===== src/rtl/ldst_pkg.sv =====
// Shared types and constants for the LDUR/STUR memory-stage sequencer.
// Holds the FSM state encoding, alignment width and timeout defaults.
package ldst_pkg;

  typedef enum logic [1:0] {
    IDLE,
    BUSY,
    DONE
  } state_t;

  localparam int ALIGN_BITS      = 3;
  localparam int TIMEOUT_DEFAULT = 16;
  localparam int CNT_W_DEFAULT   = $clog2(TIMEOUT_DEFAULT);

endpackage


===== src/rtl/dAddr9Extend.sv =====
// Sign-extends the 9-bit D-type byte offset to the datapath width.
// Ports: dAddr9 (signed offset in), ext (sign-extended offset out).
module dAddr9Extend #(
  parameter int W = 64
) (
  input  logic [8:0]   dAddr9,
  output logic [W-1:0] ext
);

  assign ext = {{(W-9){dAddr9[8]}}, dAddr9};

endmodule


===== src/rtl/ldst_mem_sequencer.sv =====
// Memory-stage controller for LDUR/STUR: forms ea, checks alignment,
// runs req/ack with a variable-latency data memory and stalls the pipe.
// Ports: op_* / base_addr / dAddr9 / store_data / dest_reg from EX/MEM;
// mem_* to/from data memory; stall to the pipe; ld_* to MEM/WB;
// align_fault / timeout_fault one-cycle fault pulses.
module ldst_mem_sequencer
  import ldst_pkg::*;
#(
  parameter int DATA_W  = 64,
  parameter int TIMEOUT = TIMEOUT_DEFAULT
) (
  input  logic              clk,
  input  logic              reset,
  input  logic              op_valid,
  input  logic              op_is_load,
  input  logic              op_is_store,
  input  logic [DATA_W-1:0] base_addr,
  input  logic [8:0]        dAddr9,
  input  logic [DATA_W-1:0] store_data,
  input  logic [4:0]        dest_reg,
  output logic              mem_req,
  output logic              mem_we,
  output logic [DATA_W-1:0] mem_addr,
  output logic [DATA_W-1:0] mem_wdata,
  input  logic              mem_ack,
  input  logic [DATA_W-1:0] mem_rdata,
  output logic              stall,
  output logic              ld_valid,
  output logic [DATA_W-1:0] ld_data,
  output logic [4:0]        ld_reg,
  output logic              align_fault,
  output logic              timeout_fault
);

  localparam int CNT_W = $clog2(TIMEOUT);
  localparam logic [CNT_W-1:0] CNT_MAX = CNT_W'(TIMEOUT - 1);

  state_t            state_q;
  logic [CNT_W-1:0]  cnt_q;
  logic              req_q;
  logic              we_q;
  logic [DATA_W-1:0] addr_q;
  logic [DATA_W-1:0] wdata_q;
  logic [4:0]        dst_q;
  logic              ldv_q;
  logic [DATA_W-1:0] ldd_q;
  logic [4:0]        ldr_q;
  logic              afault_q;
  logic              tfault_q;

  logic [DATA_W-1:0] off_ext;
  logic [DATA_W-1:0] ea;
  logic              accept;
  logic              misalign;

  dAddr9Extend #(
    .W(DATA_W)
  ) u_ext (
    .dAddr9(dAddr9),
    .ext   (off_ext)
  );

  assign ea       = base_addr + off_ext;
  assign misalign = |ea[ALIGN_BITS-1:0];
  assign accept   = (state_q == IDLE) && op_valid
                    && (op_is_load || op_is_store);

  // Stall covers the accept cycle combinationally so EX/MEM
  // holds the op; reset gates it so it drops without a clock.
  assign stall = !reset
                 && ((accept && !misalign) || (state_q == BUSY));

  always_ff @(posedge clk or posedge reset) begin
    if (reset) begin
      state_q  <= IDLE;
      cnt_q    <= '0;
      req_q    <= 1'b0;
      we_q     <= 1'b0;
      addr_q   <= '0;
      wdata_q  <= '0;
      dst_q    <= '0;
      ldv_q    <= 1'b0;
      ldd_q    <= '0;
      ldr_q    <= '0;
      afault_q <= 1'b0;
      tfault_q <= 1'b0;
    end else begin
      ldv_q    <= 1'b0;
      afault_q <= 1'b0;
      tfault_q <= 1'b0;
      unique case (state_q)
        IDLE: begin
          if (accept) begin
            if (misalign) begin
              afault_q <= 1'b1;
            end else begin
              addr_q  <= ea;
              wdata_q <= store_data;
              dst_q   <= dest_reg;
              // Load wins when both op flags are set.
              we_q    <= op_is_store && !op_is_load;
              cnt_q   <= '0;
              req_q   <= 1'b1;
              state_q <= BUSY;
            end
          end
        end
        BUSY: begin
          if (mem_ack) begin
            req_q   <= 1'b0;
            state_q <= DONE;
            if (!we_q) begin
              ldd_q <= mem_rdata;
              ldr_q <= dst_q;
              ldv_q <= 1'b1;
            end
          end else if (cnt_q == CNT_MAX) begin
            req_q    <= 1'b0;
            tfault_q <= 1'b1;
            state_q  <= IDLE;
          end else begin
            cnt_q <= cnt_q + 1'b1;
          end
        end
        DONE: begin
          state_q <= IDLE;
        end
        default: begin
          state_q <= IDLE;
        end
      endcase
    end
  end

  assign mem_req       = req_q;
  assign mem_we        = we_q;
  assign mem_addr      = addr_q;
  assign mem_wdata     = wdata_q;
  assign ld_valid      = ldv_q;
  assign ld_data       = ldd_q;
  assign ld_reg        = ldr_q;
  assign align_fault   = afault_q;
  assign timeout_fault = tfault_q;

endmodule


===== config.mk =====
export PLATFORM = sky130hd
export DESIGN_NAME = ldst_mem_sequencer
export DESIGN_NICKNAME = d
export VERILOG_FILES = /design/src/rtl/ldst_pkg.sv /design/src/rtl/dAddr9Extend.sv /design/src/rtl/ldst_mem_sequencer.sv
export SDC_FILE = /design/constraint.sdc
export NUM_CORES = 1
export LEC_CHECK = 0
export BUFFER_PORTS_ARGS = -buffer_cell sky130_fd_sc_hd__buf_2
export CAP_MARGIN = 40
export CORE_AREA = 2 2 178 136
export DETAILED_ROUTE_END_ITERATION = 8
export DIE_AREA = 0 0 180 138
export PLACE_DENSITY = 0.87
export SYNTH_ARGS = -nofsm -noshare
export SYNTH_HDL_FRONTEND = slang
export SYNTH_SLANG_ARGS = --single-unit

===== constraint.sdc =====
create_clock -name clk -period 9.05 [get_ports clk]
set_clock_uncertainty 0.2 [all_clocks]
set_input_delay 0.4525 -clock clk [delete_from_list [all_inputs] [get_ports clk]]
set_output_delay 0.4525 -clock clk [all_outputs]
set_load 0.02 [all_outputs]

After elaboration in Yosys (flattened, before gate mapping) --
Index checks and enable logic that the tools add are counted. W data, S select, Z words.
Storage, ports and cells: input port bits 212, output and inout bits 203, bits in registers 213, word-level logic and storage cells 65
Cells by class: eq/ne operators 7, mux-type cells 24, add/sub/neg operators 2, reductions and logical operators 18, bitwise gates (word level) 2
Operators by type and width (number):
- $add A64 B64 Y64 | 1
- $mux W4 | 4
- $mux W1 | 13
- $reduce_and A3 Y1 | 3
- $mux W2 | 4
- $ne A2 B2 Y1 const B | 4
- $pmux W4 S2 | 1
- $logic_and A1 B1 Y1 | 5
- $reduce_and A5 Y1 | 1
- $add A4 B1 Y4 const B | 1
- $eq A4 B4 Y1 const B | 1
- $pmux W2 S2 | 1
- $reduce_and A4 Y1 | 1
- $logic_not A1 Y1 | 3
- $ne A3 B2 Y1 const B | 1
- $reduce_or A3 Y1 | 1
- $eq A2 B1 Y1 const B | 1
- $logic_not A2 Y1 | 1
- $logic_or A1 B1 Y1 | 2
- $not A1 Y1 | 2
- $pmux W1 S2 | 1
- $reduce_bool A2 Y1 | 1

Depth between registers and ports, before layout --
word-level depth 6, depth in mapped cells 12, mapped depth without buffers 12

Hierarchy --
Synthesis repeated with hierarchy kept, for this count alone.
Second synthesis, totals: cells, all modules 1317, area total of the unflattened synthesis 12129.1 sq um
By module, submodules not included:
- ldst_mem_sequencer | area an instance 11648.7 sq um, seq. area each 5330.1 sq um, cells each 1253, instances 1
- dAddr9Extend | area an instance 480.5 sq um, seq. area each 0.0 sq um, cells each 64, instances 1

Least setup slack after synthesis --
No wires, ideal clock.
path type input to register, start input base_addr[0], end register addr_q[60], in the netlist mem_addr[60], stages on the path 12, setup time 0.087 ns, required time 8.763 ns, buffers on the path 0, path slack 5.516 ns, data arrival time 3.248 ns, cells stage by stage ha_1 -> fa_1 -> a21oi_2 -> o211a_1 -> or4_4 -> a31oi_1 -> nor3_1 -> o21ai_2 -> a21boi_2 -> o31a_1 -> or4_1 -> o211ai_1
On the way: longest elaborated chain between the ends 4
Ends and longest elaborated chain:
- start, declared | line ldst_mem_sequencer.sv:17 | input logic [DATA_W-1:0] base_addr,
- $add A64 B64 Y64 * | line ldst_mem_sequencer.sv:63 | assign ea = base_addr + off_ext;
- $reduce_or A3 Y1 | line ldst_mem_sequencer.sv:64 | assign misalign = |ea[ALIGN_BITS-1:0];
- $not A1 Y1 (no line)
- $reduce_and A3 Y1 (no line)
- end signal, assigned | line ldst_mem_sequencer.sv:79 | addr_q <= '0;
- end signal, assigned | line ldst_mem_sequencer.sv:97 | addr_q <= ea;
- end, declared | line ldst_mem_sequencer.sv:42 | logic [DATA_W-1:0] addr_q;
Mark *: on every way between the ends. The rest lies on a longest branch, timed or not. A chain may end at the register's enable or synchronous reset.

Worst setup path after layout --
start input base_addr[0], end output stall
On the way: longest elaborated chain between the ends 6
Ends and longest elaborated chain:
- $add A64 B64 Y64 | line ldst_mem_sequencer.sv:63
- $reduce_or A3 Y1 | line ldst_mem_sequencer.sv:64
- $logic_not A1 Y1 | line ldst_mem_sequencer.sv:71 | && ((accept && !misalign) || (state_q == BUSY));
- $logic_and A1 B1 Y1 | line ldst_mem_sequencer.sv:71
- $logic_or A1 B1 Y1 | line ldst_mem_sequencer.sv:71
- $logic_and A1 B1 Y1 | line ldst_mem_sequencer.sv:71
- end, declared | line ldst_mem_sequencer.sv:27 | output logic stall,
Every way passes these cells.

==> reports/metrics.cfg <==
[timing]
rsz0062_at_grt=no
hold_slack_ns=0.00501
report.final.slew_viol_count=0
hold_viol_final=0
fin_crit_ns=4.53
finalSetupViolations=0
max_slew_margin_pct=38.7
timing.fmax_mhz=221
worst_pin_slew_ns=0.920
fin_crit_sh_pct=50.1
fin_setup_tns_ns=0

[setup_path]
cp_num_buf_inv=4
critPathLaunchType=input pin
endpoint=stall
cp.depth=10
path_max_fanout=79
cp.arrival_ns=3.88
crit_start=base_addr[0]
end_kind=primary output
cpMaxStageDelayCell=nor3_1
regToRegSetupSlack_ns=5.68
max_stage_delay_ns=0.59
r2r_start=state_q[0]
worstSetupPathType=input pin to primary output
worstRegToRegCells=7
worstPathRequired_ns=8.40
r2r_end=mem_addr[63]
worstPathCellList=buf_2, ha_1, fa_1, xor2_1, nor3_1, nand2_4, buf_4, buf_4, a21oi_1, buf_2
path_delay_family=simple AND/OR/NAND/NOR gates

[routing]
dr_total_vias=11700
drt_iter0_drc=1091
dr.pass1.iters=5
drt-wirelength-per-cell_um=20.0
drt.antenna.violating_nets=0
wl_um=41400
via_per_inst=5.63
drc=0

[global_route]
grt_pass1_wl_um=63400
track_usage_pct=31.9
overflow=0
grt_pass1_vias=11600
antenna_found_initial=10
grt_max_degree=111

[clock_network]
htreeDepth=1
clock_path_buffers=3
clk_pin_slew_ns=0.07
clock_sinks=213
cts_buffers=23
cts_root_buffer=clkbuf_16
cts_tree=built
clock_latency_ns=0.50

[run]
maxCapViolCount=0

[floorplanning]
fp.dieH_um=138
row_count=49
num_io_pins=415
start_util_pct=48.9
fp.coreArea_mm2=0.0234
die_w_um=180
die-area_mm2=0.0248

[cells_and_area]
drive_above_1_share_pct=30.8
area_growth_pct=38.5
layout.nets=2020
final_util_pct=67.7
instances_no_fill=2075

[logic_synthesis]
synth_compound_area_share_pct=15.0
syn_area_per_cell_um2=9.29
synth_area_leaders=dfrtp_1, nand2_1, ha_1
syn_nets=1505
synth_area_mm2=0.0114
syn-instance-count=1228
synth_edf_count=0
synthAdderAreaFrac_pct=7.19
synthXorXnorAreaFrac_pct=4.45
synth.distinct_cells=57
synth_top_family_by_area=simple AND/OR/NAND/NOR gates
ys.flop_type=dfrtp_1
synth_top_area_share_pct=46.7
async_flop_share_pct=100
synthSimpleGateAreaFrac_pct=16.9
synth_seq_cells=213
synthMuxAreaShare_pct=7.01
yosysTopAreaCell=dfrtp_1
ys.warnings.count=0
seq_area_frac_synth_pct=46.7

[worst_hold_path]
min_path_type=input pin to register

[pwr]
clockPowerShare_pct=20.6
vdd_ir_drop_max_mv=0.169
leakage_nw=8.10
pwr-share-seq_pct=36.8
power_frac_comb_pct=42.6
power.total_mw=4.65
power.switching_mw=1.99
intPower_mw=2.66
p_sw_share_pct=42.8
powerDensity_mw_per_mm2=294

[outcome]
status=finished, final reports clean

[place]
hpwl_um=26900
gp_congestion=0.938
dp_cells=1898
portBuffers=414

-- layout make-up --
type	count	area (um^2)
Inverter	26	105
Clock buffer	32	649
Timing Repair Buffer	548	3430
Tap cell	306	383
Sequential cell	213	5330
Fill cell	1694	7550
Antenna cell	10	25.0
Multi-Input combinational cell	931	5780
Clock inverter	9	101
-- worst register-to-register path, delay by kind of cell (launching register included) --
kind / cells / cell delay, ns
and+or+nand+nor: 3 / 1.48
DFF: 1 / 0.39
AOI/OAI and AO/OA: 2 / 0.32
buffers and inverters: 2 / 0.90
-- Yosys cell counts (all sizes together), types with 2 or more instances --
cell / n
nor3: 16
and3: 5
nand3: 12
a221oi: 2
mux2: 71
ha: 64
a21oi: 87
and4: 3
a21o: 20
xnor2: 35
inv: 26
buf: 3
o21ai: 99
nor2b: 6
a211oi: 5
dfrtp: 213
o41ai: 5
o21bai: 15
nor4: 4
o31ai: 8
and2: 6
a31oi: 8
o21a: 9
nor3b: 2
a41oi: 3
o211ai: 6
nand4: 23
xor2: 23
nor2: 31
nand2b: 7
or4: 5
nand2: 328
a31o: 2
clkbuf: 55
a21boi: 2
o31a: 3
o211a: 2
-- metal layers --
metal / part of all wire (%) / track usage (%) / routed length [um]
met5: 0 / 0 / 0
met4: 5.9 / 17.5 / 2440
met3: 9.1 / 8.83 / 3770
met2: 46 / 50.9 / 19100
met1: 39 / 39.4 / 16100
-- stage by stage --
stage / instance area [um^2] / worst slack, ns
2_1_floorplan: 11400 / 2.57
3_3_place_gp: 13700 / 4.58
3_5_place_dp: 13800 / 4.54
4_1_cts: 15700 / 4.54
5_1_grt: 15800 / 4.30
6_report: 15800 / 4.52
-- logic make-up after synthesis --
group | count (synthesis)
AND/OR/NAND/NOR | 453
multiplexers | 71
flip-flops | 213
AO/OA/AOI/OAI | 284
buffers and inverters | 84
XOR/XNOR | 58
adder cells (fa/ha/maj) | 65
-- power groups by stage --
stage	sequential (mW)	combinational, mW	clock [mW]
after floorplan	2.17	0.603	0
after global placement	1.64	1.81	0
after detailed placement	1.67	1.86	0
after CTS	1.66	1.91	0.951
after global routing	1.75	2.11	1.01
final	1.71	1.98	0.958
-- cells in the final DEF (no fill, tap or decap), types with 3 or more instances in the layout --
cell type,netlist,layout
nor3_1,16,15
dlygate4sd3_1,0,126
xor2_1,23,23
a211oi_1,5,5
a41oi_1,3,3
xnor2_1,35,35
nand2b_1,7,7
clkbuf_8,0,4
o21a_1,9,9
nand2_1,328,327
nor4_1,4,4
a31oi_1,8,8
clkinv_2,0,5
buf_2,0,414
o41ai_1,4,4
buf_4,0,6
or4_1,4,4
a21oi_1,86,86
mux2_2,71,71
and2_1,6,5
clkbuf_16,0,23
dfrtp_1,213,213
a21o_1,20,20
clkbuf_1,55,5
nor2_1,31,31
o31ai_1,8,8
ha_1,64,64
and3_1,5,5
inv_1,26,25
nand3_1,12,12
diode_2,0,10
nor2b_1,6,6
o211ai_1,6,6
o31a_1,3,3
o21ai_0,96,96
and4_1,3,3
o21bai_1,15,15
nand4_1,23,23
-- worst min path at each step --
stage | startpoint | endpoint | cells after the start
6_report | mem_rdata[49] | ld_data[49] | 2
5_1_grt | mem_rdata[49] | ld_data[49] | 2
4_1_cts | mem_rdata[55] | ld_data[55] | 2
3_5_place_dp | reset | mem_wdata[45] | 2
3_3_place_gp | mem_addr[28] | mem_addr[28] | 2
2_1_floorplan | dst_q[0] | dst_q[0] | 2
-- timing repair --
item                                    CTS  global route
hold buffers                            121             5
endpoints found under the setup margin    0             0
setup buffers                             0             0
hold endpoints to repair                142             5
resized for setup                         0             0
(Power assumes the default switching activity.)
